## src/rtl/alu_seq_pkg.sv

```systemverilog
// Shared constants for the 16-bit ALU sequencer: op codes, ALU mode/CAL codes,
// FSM state encoding and the per-beat ALU control lookup helpers.
package alu_seq_pkg;

    localparam logic [2:0] OP_ADD  = 3'b000;
    localparam logic [2:0] OP_SUB  = 3'b001;
    localparam logic [2:0] OP_AND  = 3'b010;
    localparam logic [2:0] OP_OR   = 3'b011;
    localparam logic [2:0] OP_XOR  = 3'b100;
    localparam logic [2:0] OP_EQ   = 3'b101;
    localparam logic [2:0] OP_LTU  = 3'b110;
    localparam logic [2:0] OP_RSVD = 3'b111;

    localparam logic [1:0] MODE_ARITH = 2'b00;
    localparam logic [1:0] MODE_CMP   = 2'b01;
    localparam logic [1:0] MODE_PASS  = 2'b10;

    localparam logic [3:0] CAL_NONE = 4'b0000;
    localparam logic [3:0] CAL_ADD  = 4'b0000;
    localparam logic [3:0] CAL_SUB  = 4'b0001;
    localparam logic [3:0] CAL_ADC  = 4'b1001;
    localparam logic [3:0] CAL_SBB  = 4'b1010;
    localparam logic [3:0] CAL_AND  = 4'b0101;
    localparam logic [3:0] CAL_OR   = 4'b0110;
    localparam logic [3:0] CAL_XOR  = 4'b0111;
    localparam logic [3:0] CAL_EQ   = 4'b0000;
    localparam logic [3:0] CAL_LTU  = 4'b0010;

    typedef enum logic [2:0] {
        ST_IDLE = 3'd0,
        ST_B0   = 3'd1,
        ST_B1   = 3'd2,
        ST_B2   = 3'd3,
        ST_WAIT = 3'd4,
        ST_DONE = 3'd5
    } state_e;

    // ALU mode used by every issued beat of an operation
    function automatic logic [1:0] beat_mode(input logic [2:0] op);
        case (op)
            OP_ADD, OP_SUB, OP_AND, OP_OR, OP_XOR: beat_mode = MODE_ARITH;
            OP_EQ, OP_LTU:                         beat_mode = MODE_CMP;
            default:                               beat_mode = MODE_PASS;
        endcase
    endfunction

    // CAL for the low-byte beat
    function automatic logic [3:0] lo_cal(input logic [2:0] op);
        case (op)
            OP_ADD:  lo_cal = CAL_ADD;
            OP_SUB:  lo_cal = CAL_SUB;
            OP_AND:  lo_cal = CAL_AND;
            OP_OR:   lo_cal = CAL_OR;
            OP_XOR:  lo_cal = CAL_XOR;
            OP_EQ:   lo_cal = CAL_EQ;
            OP_LTU:  lo_cal = CAL_LTU;
            default: lo_cal = CAL_NONE;
        endcase
    endfunction

    // CAL for the high-byte beat: arithmetic ops switch to the carry-consuming form
    function automatic logic [3:0] hi_cal(input logic [2:0] op);
        case (op)
            OP_ADD:  hi_cal = CAL_ADC;
            OP_SUB:  hi_cal = CAL_SBB;
            default: hi_cal = lo_cal(op);
        endcase
    endfunction

endpackage

```

## src/rtl/alu_seq16_if.sv

```systemverilog
// Request/response handshake bundle between issue logic and the ALU sequencer.
interface alu_seq16_if;
    logic        REQ_VALID;
    logic        REQ_READY;
    logic [2:0]  REQ_OP;
    logic [15:0] REQ_A;
    logic [15:0] REQ_B;
    logic        RSP_VALID;
    logic        RSP_READY;
    logic [15:0] RSP_DATA;
    logic        RSP_FLAG;
    logic        RSP_CARRY;
    logic        RSP_ERR;

    modport master (
        output REQ_VALID, REQ_OP, REQ_A, REQ_B, RSP_READY,
        input  REQ_READY, RSP_VALID, RSP_DATA, RSP_FLAG, RSP_CARRY, RSP_ERR
    );

    modport slave (
        input  REQ_VALID, REQ_OP, REQ_A, REQ_B, RSP_READY,
        output REQ_READY, RSP_VALID, RSP_DATA, RSP_FLAG, RSP_CARRY, RSP_ERR
    );
endinterface

```

## src/rtl/alu_seq16.sv

```systemverilog
// alu_seq16: breaks one 16-bit request into 2-3 byte beats on the shared 8-bit
// ALU, chains carry/borrow between beats and assembles a single response.
module alu_seq16
    import alu_seq_pkg::*;
(
    input  logic        CLK_EX,
    input  logic        RST_N,
    alu_seq16_if.slave  bus,
    output logic [7:0]  ALU_A,
    output logic [7:0]  ALU_B,
    output logic [3:0]  ALU_CAL,
    output logic [1:0]  ALU_MODE,
    output logic        ALU_C_IN,
    input  logic [7:0]  ALU_OUT,
    input  logic        ALU_C_OUT,
    input  logic        ALU_F_OUT
);

    state_e      state_q;
    state_e      state_d;
    logic [2:0]  op_q;
    logic [15:0] a_q;
    logic [15:0] b_q;
    logic [7:0]  lo_byte_q;
    logic        lo_f_q;
    logic        hi_lt_q;
    logic        rsp_valid_q;
    logic [15:0] rsp_data_q;
    logic        rsp_flag_q;
    logic        rsp_carry_q;
    logic        rsp_err_q;
    logic [15:0] rsp_data_d;
    logic        rsp_flag_d;
    logic        rsp_carry_d;
    logic        accept_s;

    assign accept_s      = (state_q == ST_IDLE) && bus.REQ_VALID;
    assign bus.REQ_READY = (state_q == ST_IDLE);
    assign bus.RSP_VALID = rsp_valid_q;
    assign bus.RSP_DATA  = rsp_data_q;
    assign bus.RSP_FLAG  = rsp_flag_q;
    assign bus.RSP_CARRY = rsp_carry_q;
    assign bus.RSP_ERR   = rsp_err_q;

    // Next-state logic of the beat sequencer
    always_comb begin
        state_d = state_q;
        case (state_q)
            ST_IDLE: begin
                if (bus.REQ_VALID) begin
                    if (bus.REQ_OP == OP_RSVD) begin
                        state_d = ST_DONE;
                    end else begin
                        state_d = ST_B0;
                    end
                end else begin
                    state_d = ST_IDLE;
                end
            end
            ST_B0:   state_d = ST_B1;
            ST_B1: begin
                if (op_q == OP_LTU) begin
                    state_d = ST_B2;
                end else begin
                    state_d = ST_WAIT;
                end
            end
            ST_B2:   state_d = ST_WAIT;
            ST_WAIT: state_d = ST_DONE;
            ST_DONE: begin
                if (bus.RSP_READY) begin
                    state_d = ST_IDLE;
                end else begin
                    state_d = ST_DONE;
                end
            end
            default: state_d = ST_IDLE;
        endcase
    end

    // ALU drive per state; carry-in of the hi arithmetic beat is the lo-beat C_OUT directly
    always_comb begin
        ALU_MODE = MODE_PASS;
        ALU_CAL  = CAL_NONE;
        ALU_A    = 8'h00;
        ALU_B    = 8'h00;
        ALU_C_IN = 1'b0;
        case (state_q)
            ST_B0: begin
                ALU_A    = a_q[7:0];
                ALU_B    = b_q[7:0];
                ALU_MODE = beat_mode(op_q);
                ALU_CAL  = lo_cal(op_q);
            end
            ST_B1: begin
                ALU_A    = a_q[15:8];
                ALU_B    = b_q[15:8];
                ALU_MODE = beat_mode(op_q);
                ALU_CAL  = hi_cal(op_q);
                if ((op_q == OP_ADD) || (op_q == OP_SUB)) begin
                    ALU_C_IN = ALU_C_OUT;
                end else begin
                    ALU_C_IN = 1'b0;
                end
            end
            ST_B2: begin
                ALU_A    = a_q[15:8];
                ALU_B    = b_q[15:8];
                ALU_MODE = MODE_CMP;
                ALU_CAL  = CAL_EQ;
            end
            default: begin
                ALU_MODE = MODE_PASS;
            end
        endcase
    end

    // Final response value, formed in WAIT from the last beat's ALU outputs
    always_comb begin
        rsp_data_d  = 16'h0000;
        rsp_flag_d  = 1'b0;
        rsp_carry_d = 1'b0;
        case (op_q)
            OP_ADD, OP_SUB: begin
                rsp_data_d  = {ALU_OUT, lo_byte_q};
                rsp_carry_d = ALU_C_OUT;
            end
            OP_AND, OP_OR, OP_XOR: rsp_data_d = {ALU_OUT, lo_byte_q};
            OP_EQ:   rsp_flag_d = lo_f_q & ALU_F_OUT;
            OP_LTU:  rsp_flag_d = hi_lt_q | (ALU_F_OUT & lo_f_q);
            default: rsp_data_d = 16'h0000;
        endcase
    end

    // FSM state register
    always_ff @(posedge CLK_EX or negedge RST_N) begin
        if (!RST_N) begin
            state_q <= ST_IDLE;
        end else begin
            state_q <= state_d;
        end
    end

    // Request latch, per-beat capture and response registers
    always_ff @(posedge CLK_EX or negedge RST_N) begin
        if (!RST_N) begin
            op_q        <= 3'b000;
            a_q         <= 16'h0000;
            b_q         <= 16'h0000;
            lo_byte_q   <= 8'h00;
            lo_f_q      <= 1'b0;
            hi_lt_q     <= 1'b0;
            rsp_valid_q <= 1'b0;
            rsp_data_q  <= 16'h0000;
            rsp_flag_q  <= 1'b0;
            rsp_carry_q <= 1'b0;
            rsp_err_q   <= 1'b0;
        end else begin
            case (state_q)
                ST_IDLE: begin
                    if (accept_s) begin
                        op_q        <= bus.REQ_OP;
                        a_q         <= bus.REQ_A;
                        b_q         <= bus.REQ_B;
                        rsp_data_q  <= 16'h0000;
                        rsp_flag_q  <= 1'b0;
                        rsp_carry_q <= 1'b0;
                        rsp_err_q   <= (bus.REQ_OP == OP_RSVD);
                        rsp_valid_q <= (bus.REQ_OP == OP_RSVD);
                    end
                end
                ST_B1: begin
                    lo_byte_q <= ALU_OUT;
                    lo_f_q    <= ALU_F_OUT;
                end
                ST_B2: begin
                    hi_lt_q <= ALU_F_OUT;
                end
                ST_WAIT: begin
                    rsp_valid_q <= 1'b1;
                    rsp_data_q  <= rsp_data_d;
                    rsp_flag_q  <= rsp_flag_d;
                    rsp_carry_q <= rsp_carry_d;
                end
                ST_DONE: begin
                    if (bus.RSP_READY) begin
                        rsp_valid_q <= 1'b0;
                        rsp_data_q  <= 16'h0000;
                        rsp_flag_q  <= 1'b0;
                        rsp_carry_q <= 1'b0;
                        rsp_err_q   <= 1'b0;
                    end
                end
                default: begin
                end
            endcase
        end
    end

endmodule

```

## src/flat_wrapper.sv

```systemverilog
// flat-port wrapper written by rule: the top's interface ports become plain ports
module alu_seq16_flat import alu_seq_pkg::*;
  (CLK_EX, RST_N, ALU_A, ALU_B, ALU_CAL, ALU_MODE, ALU_C_IN, ALU_OUT, ALU_C_OUT, ALU_F_OUT, bus_REQ_VALID, bus_REQ_OP, bus_REQ_A, bus_REQ_B, bus_RSP_READY, bus_REQ_READY, bus_RSP_VALID, bus_RSP_DATA, bus_RSP_FLAG, bus_RSP_CARRY, bus_RSP_ERR);
  alu_seq16_if bus_i ();
  input  logic CLK_EX;
  input  logic RST_N;
  output logic [7:0] ALU_A;
  output logic [7:0] ALU_B;
  output logic [3:0] ALU_CAL;
  output logic [1:0] ALU_MODE;
  output logic ALU_C_IN;
  input  logic [7:0] ALU_OUT;
  input  logic ALU_C_OUT;
  input  logic ALU_F_OUT;
  input wire logic [$bits(bus_i.REQ_VALID)-1:0] bus_REQ_VALID;
  input wire logic [$bits(bus_i.REQ_OP)-1:0] bus_REQ_OP;
  input wire logic [$bits(bus_i.REQ_A)-1:0] bus_REQ_A;
  input wire logic [$bits(bus_i.REQ_B)-1:0] bus_REQ_B;
  input wire logic [$bits(bus_i.RSP_READY)-1:0] bus_RSP_READY;
  output wire logic [$bits(bus_i.REQ_READY)-1:0] bus_REQ_READY;
  output wire logic [$bits(bus_i.RSP_VALID)-1:0] bus_RSP_VALID;
  output wire logic [$bits(bus_i.RSP_DATA)-1:0] bus_RSP_DATA;
  output wire logic [$bits(bus_i.RSP_FLAG)-1:0] bus_RSP_FLAG;
  output wire logic [$bits(bus_i.RSP_CARRY)-1:0] bus_RSP_CARRY;
  output wire logic [$bits(bus_i.RSP_ERR)-1:0] bus_RSP_ERR;
  assign bus_i.REQ_VALID = bus_REQ_VALID;
  assign bus_i.REQ_OP = bus_REQ_OP;
  assign bus_i.REQ_A = bus_REQ_A;
  assign bus_i.REQ_B = bus_REQ_B;
  assign bus_i.RSP_READY = bus_RSP_READY;
  assign bus_REQ_READY = bus_i.REQ_READY;
  assign bus_RSP_VALID = bus_i.RSP_VALID;
  assign bus_RSP_DATA = bus_i.RSP_DATA;
  assign bus_RSP_FLAG = bus_i.RSP_FLAG;
  assign bus_RSP_CARRY = bus_i.RSP_CARRY;
  assign bus_RSP_ERR = bus_i.RSP_ERR;
  alu_seq16 u_core (.CLK_EX(CLK_EX), .RST_N(RST_N), .bus(bus_i), .ALU_A(ALU_A), .ALU_B(ALU_B), .ALU_CAL(ALU_CAL), .ALU_MODE(ALU_MODE), .ALU_C_IN(ALU_C_IN), .ALU_OUT(ALU_OUT), .ALU_C_OUT(ALU_C_OUT), .ALU_F_OUT(ALU_F_OUT));
endmodule
```

## config.mk

```make
export PLATFORM = sky130hd
export DESIGN_NAME = alu_seq16_flat
export DESIGN_NICKNAME = d
export VERILOG_FILES = /design/src/rtl/alu_seq_pkg.sv /design/src/rtl/alu_seq16_if.sv /design/src/rtl/alu_seq16.sv /design/src/flat_wrapper.sv
export SDC_FILE = /design/constraint.sdc
export NUM_CORES = 1
export LEC_CHECK = 0
export BUFFER_PORTS_ARGS = -buffer_cell sky130_fd_sc_hd__buf_2
export CAP_MARGIN = 20
export CORE_MARGIN = 3
export CORE_UTILIZATION = 45
export CTS_CLUSTER_SIZE = 24
export DETAILED_ROUTE_END_ITERATION = 7
export PLACE_DENSITY_LB_ADDON = 0.12
export REMOVE_ABC_BUFFERS = 1
export SYNTH_ARGS = -nofsm -noshare
export SYNTH_HDL_FRONTEND = slang
export SYNTH_SLANG_ARGS = --single-unit
```

## constraint.sdc

```tcl
create_clock -name CLK_EX -period 1.92 [get_ports CLK_EX]
set_input_delay 0.288 -clock CLK_EX [delete_from_list [all_inputs] [get_ports CLK_EX]]
set_output_delay 0.288 -clock CLK_EX [all_outputs]
set_load 0.01 [all_outputs]
```

; Word-level counts from Yosys, hierarchy flattened
; Index checks and enable logic that the tools add are counted.
[totals]
reg_bits = 68
in_bits = 49
elab_cells = 70
[classes]
eq_ne = 14
mux = 28
bitwise = 2
reduce_logical = 14
[ops]
columns = cell, n
row1 = $mux W16, 3
row2 = $pmux W16 S3, 1
row3 = $pmux W8 S2, 2
row4 = $eq A3 B3 Y1 const B, 6
row5 = $pmux W3 S6, 1
row6 = $pmux W4 S2, 2
row7 = $pmux W3 S5, 1
row8 = $eq A3 B2 Y1 const B, 4
row9 = $mux W3, 4
row10 = $pmux W3 S4, 1
row11 = $pmux W1 S3, 3
row12 = $pmux W2 S2, 2
row13 = $reduce_or A2 Y1, 4
row14 = $eq A3 B1 Y1 const B, 2
row15 = $logic_not A3 Y1, 2
row16 = $mux W1, 6
row17 = $reduce_and A3 Y1, 2
row18 = $reduce_or A5 Y1, 1
row19 = $pmux W1 S2, 2
row20 = $reduce_bool A3 Y1, 1
row21 = $ne A2 B1 Y1 const B, 1
row22 = $ne A2 B2 Y1 const B, 1
row23 = $reduce_and A2 Y1, 1
row24 = $reduce_bool A2 Y1, 1
row25 = 4 further kinds, 4

; Logic depth before layout (Yosys ltp)
[logic_depth]
depth_word = 4
mapped_depth = 5

; Worst setup path before layout
; Ideal clock, no wire load.
[synth_timing]
kind = reg-to-output
start = reg u_core.state_q[2]
end = out ALU_CAL[1]
t_arrival_ns = 1.405
setup_slack_ns = 0.227
path_stages_with_launch = 6
path_buffers = 2
cell_sequence = dfrtp_1 -> buf_4 -> nor3b_4 -> buf_4 -> o21ai_0 -> a21oi_1
[synth_via]
elab_chain_len = 2
elab_cells_between_ends = 3
cone_classes = eq/ne: 2 / mux: 1
[synth_rtl]
columns = item, line
row1 = start: declaration, alu_seq16.sv:19  ; state_e state_q;
row2 = start signal: assignment, alu_seq16.sv:140  ; state_q <= state_d;
row3 = $eq A3 B2 Y1 or $eq A3 B1 Y1 (tied branches), alu_seq16.sv:88  ; case (state_q)
row4 = $pmux W4 S2 (*), alu_seq16.sv:88
row5 = end: declaration, flat_wrapper.sv:9  ; output logic [3:0] ALU_CAL;
; Mark *: on every way between the ends. The rest lies on a longest branch, timed or not.

; Worst setup path in the final report
; Same ends and word-level chain as after synthesis.

==> metrics.txt <==
# TYPE chip_impl_metric gauge
chip_impl_metric{name="timing.critical_path.fanout_max",unit=""} 7
chip_impl_metric{name="finalSetupViolCount",unit=""} 0
chip_impl_metric{name="max_cap_viol_count",unit=""} 0
chip_impl_metric{name="clkLatencyLatePin",unit="ns"} 0.33
chip_impl_metric{name="die_h",unit="microns"} 88.1
chip_impl_metric{name="timing.critical_path.slowest_cell_delay",unit="ns"} 0.49
chip_impl_metric{name="p_total",unit="W"} 0.00702
chip_impl_metric{name="timing.final.max_slew_violations",unit=""} 0
chip_impl_metric{name="grt_antenna_before_repair",unit=""} 0
chip_impl_metric{name="grt_pass1_wl",unit="microns"} 10100
chip_impl_metric{name="floorplan.io_pins",unit=""} 93
chip_impl_metric{name="finalHoldViolCount",unit=""} 0
chip_impl_metric{name="total_negative_setup_slacks",unit="ns"} 0
chip_impl_metric{name="number_of_synthesized_register_bits",unit=""} 68
chip_impl_metric{name="gr-usage-all-layers",unit=""} 0.168
chip_impl_metric{name="synth_area_per_cell",unit="sq um"} 13.6
chip_impl_metric{name="synth_warnings",unit=""} 0
chip_impl_metric{name="synth.distinct_cells",unit=""} 37
chip_impl_metric{name="postLayoutSetupSlackWorst",unit="ns"} 0.0203
chip_impl_metric{name="timing.fmax",unit="MHz"} 526
chip_impl_metric{name="avgRoutedWirePerCell",unit="microns"} 15.6
chip_impl_info{name="synth_top_area_cell",value="dfrtp_1"} 1
chip_impl_metric{name="fillerInstances",unit=""} 520
chip_impl_info{name="rsz0062_at_grt",value="yes"} 1
chip_impl_metric{name="arrival",unit="ns"} 1.61
chip_impl_metric{name="tritoncts.num_buffers",unit=""} 9
chip_impl_metric{name="fin_skew",unit="ns"} 0.00863
chip_impl_metric{name="buffer_ports.inserted",unit=""} 92
chip_impl_metric{name="leakagePower",unit="nW"} 1.92
chip_impl_info{name="cell_with_the_most_instances_after_synthesis",value="dfrtp_1"} 1
chip_impl_info{name="yosys_most_used_dff",value="dfrtp_1"} 1
chip_impl_metric{name="placer_s_final_routability_congestion_estimate",unit=""} 0.746
chip_impl_metric{name="multi_input_comb_area",unit="sq um"} 1210
chip_impl_metric{name="dieArea",unit="sq um"} 7760
chip_impl_info{name="crit_path_start",value="u_core.state_q[2]"} 1
chip_impl_info{name="min-delay-path-class",value="in2reg"} 1
chip_impl_info{name="worstSetupEndpointType",value="output port"} 1
chip_impl_metric{name="layout-drive-gt1-share",unit=""} 0.572
chip_impl_metric{name="syn_inst",unit=""} 223
chip_impl_metric{name="drt_pre_antenna_iters",unit=""} 4
chip_impl_metric{name="core.rowCount",unit=""} 29
chip_impl_metric{name="avgViaCountPerCell",unit=""} 5.29
chip_impl_info{name="cpMaxStageDelayCell",value="dfrtp_2"} 1
chip_impl_metric{name="drt_first_iter_violations",unit=""} 98
chip_impl_metric{name="maximum_number_of_pins_on_one_net_before_global_route_repair",unit=""} 69
chip_impl_metric{name="placement.setup.worst_slack",unit="ns"} 0.257
chip_impl_metric{name="power_density",unit="nW/um^2"} 1780
chip_impl_metric{name="clk_path_buf_depth",unit=""} 2
chip_impl_info{name="cts-root-buf",value="clkbuf_8"} 1
chip_impl_metric{name="final.min_clock_period",unit="ns"} 1.90
chip_impl_metric{name="h-tree-depth",unit=""} 3
chip_impl_metric{name="placedCellCount",unit=""} 385
chip_impl_metric{name="postSynth.asyncResetShare",unit=""} 1.00
chip_impl_info{name="crit_type",value="reg2out"} 1
chip_impl_metric{name="finish.cell_count_without_fillers",unit=""} 409
chip_impl_metric{name="drc",unit=""} 0
chip_impl_metric{name="synth_seq_area_share",unit=""} 0.561
chip_impl_metric{name="cp.required",unit="ns"} 1.63
chip_impl_metric{name="wl_final",unit="microns"} 6380
chip_impl_info{name="min_from",value="bus_REQ_A[13]"} 1
chip_impl_metric{name="dp_hpwl",unit="microns"} 4330
chip_impl_metric{name="ir_worst_vdd",unit="uV"} 876
chip_impl_metric{name="first_global_vias",unit=""} 2144
chip_impl_metric{name="initial_utilization",unit=""} 0.472
chip_impl_metric{name="worstMarginPinSlew",unit="ns"} 0.357
chip_impl_metric{name="floorplan.core_area",unit="sq um"} 6420
chip_impl_metric{name="width_of_the_chip",unit="microns"} 88.1
chip_impl_metric{name="final_nets",unit=""} 376
chip_impl_metric{name="cts.clk_slew.worst_paths",unit="ns"} 0.08
chip_impl_info{name="synthTopCellsByCount",value="68 x dfrtp_1, 45 x mux2_2, 27 x a22o_1"} 1
chip_impl_metric{name="post-synth-top-area-fraction",unit=""} 0.561
chip_impl_info{name="cp_cell_sequence",value="nor3b_4, o21ai_0, a21oi_1, buf_2"} 1
chip_impl_metric{name="route.vias.total",unit=""} 2163
chip_impl_metric{name="flow.area_growth_from_synthesis",unit="%"} 30.3
chip_impl_metric{name="post-route-period-util",unit=""} 0.989
chip_impl_metric{name="syn_area",unit="sq um"} 3030
chip_impl_metric{name="ant_nets",unit=""} 0
chip_impl_info{name="run_status",value="complete, no violations"} 1
chip_impl_info{name="cts_tree",value="yes"} 1
chip_impl_info{name="launching_point_of_the_worst_reg2reg_path",value="u_core.state_q[2]"} 1
chip_impl_metric{name="cts.sinks",unit=""} 68
chip_impl_metric{name="congestion_overflow_gr",unit=""} 0
chip_impl_metric{name="post_synth_edffs",unit=""} 0
chip_impl_metric{name="relSlewSlack",unit=""} 0.762
chip_impl_metric{name="regArea",unit="sq um"} 1710
chip_impl_info{name="yosys-top-cells-area",value="dfrtp_1 56%, mux2_2 17%, a22o_1 7.8%"} 1
chip_impl_metric{name="antenna_cells",unit=""} 0
chip_impl_metric{name="final.hold.worst_slack",unit="ns"} 0.183
chip_impl_info{name="setup.worst_path.start_class",value="register"} 1
-- placed cells by master, fill, tap and decap left out, types with 2 or more instances in the layout --
cell type  count
buf_2         86
dfrtp_1       62
mux2_2        45
a22o_1        27
buf_4         11
nand2_1       10
clkbuf_8      10
o21ai_0        7
buf_6          7
dfrtp_2        6
nand3_1        5
a22o_2         5
buf_12         5
a21oi_1        3
nor3b_4        2
nor2b_2        2
or2b_1         2
xor2_1         2
a21o_1         2
nor2_1         2
o31ai_1        2
nor2_2         2
a22oi_1        2
o21bai_1       2
inv_6          2
bufinv_16      2
-- final timing paths --
path / to / depth (start not counted) / slack (ns)
setup / recovery: ALU_CAL[1] / 4 / 0.02
hold / removal: u_core.a_q[13] / 2 / 0.18
setup reg to reg: u_core.a_q[10] / 5 / 0.11
hold reg to reg: u_core.bus.RSP_FLAG / 1 / 0.48
max in group asynchronous: u_core.state_q[0] / 3 / 1.12
min in group asynchronous: u_core.bus.RSP_FLAG / 3 / 0.49
-- worst max-delay path, delay by kind of cell, from the launching register on --
kind	cells	cell delay, ns
AO/OA/AOI/OAI	2	0.33
flip-flops	1	0.49
AND/OR/NAND/NOR	1	0.29
buffers and inverters	1	0.17
-- power by group --
| part | switching, W | internal, W |
|---|---|---|
| sequential | 0.000470 | 0.00211 |
| clock | 0.000555 | 0.000778 |
| combinational | 0.00137 | 0.00174 |
| total | 0.00239 | 0.00462 |
-- metrics by stage --
step,cell area (sq um),utilization
detailed placement,3600,0.561
global route,3950,0.615
floorplan,2910,-
global placement,3600,0.561
CTS,3870,0.603
finish,3950,0.615
-- per-layer routing --
layer  wire [microns]  up-vias  global-route usage
met1             2840     1048               0.215
met5                0        -                   0
met4               49        0              0.0618
met3              573        5              0.0640
met2             2910       79               0.260
li1                 -     1031                   -
-- logic make-up after synthesis --
group,after synthesis,synth area share
mux,46,0.170
simple gates,35,0.0788
buf+inv,18,0.0417
xor+xnor,2,0.00578
flops,68,0.561
compound gates,54,0.142
-- final cells by class --
cell class | instances | area share
timing repair buffer | 110 | 0.178
sequential | 68 | 0.433
tap | 77 | 0.0244
inverter | 1 | 0.000950
clock inverter | 6 | 0.0237
multi-input combinational | 137 | 0.306
clock buffer | 10 | 0.0348
-- state kept, by name (all words and copies together) (netlist names) --
register	flops
u_core.a_q	16
u_core.b_q	16
u_core.bus.RSP_DATA	16
u_core.lo_byte_q	8
u_core.op_q	3
u_core.state_q	3
u_core.bus.RSP_CARRY	1
u_core.bus.RSP_ERR	1
u_core.bus.RSP_FLAG	1
u_core.bus.RSP_VALID	1
u_core.hi_lt_q	1
u_core.lo_f_q	1
-- repair_timing --
action / in CTS / in global routing
endpoints found under the hold margin: 68 / 0
hold buffers: 1 / 0
cloned: 0 / 0
endpoints found under the setup margin: 21 / 22
resized for setup: 4 / 12
buffers inserted: 3 / 4
pin swaps: 2 / 10
Power figures use the tool's default switching activity.
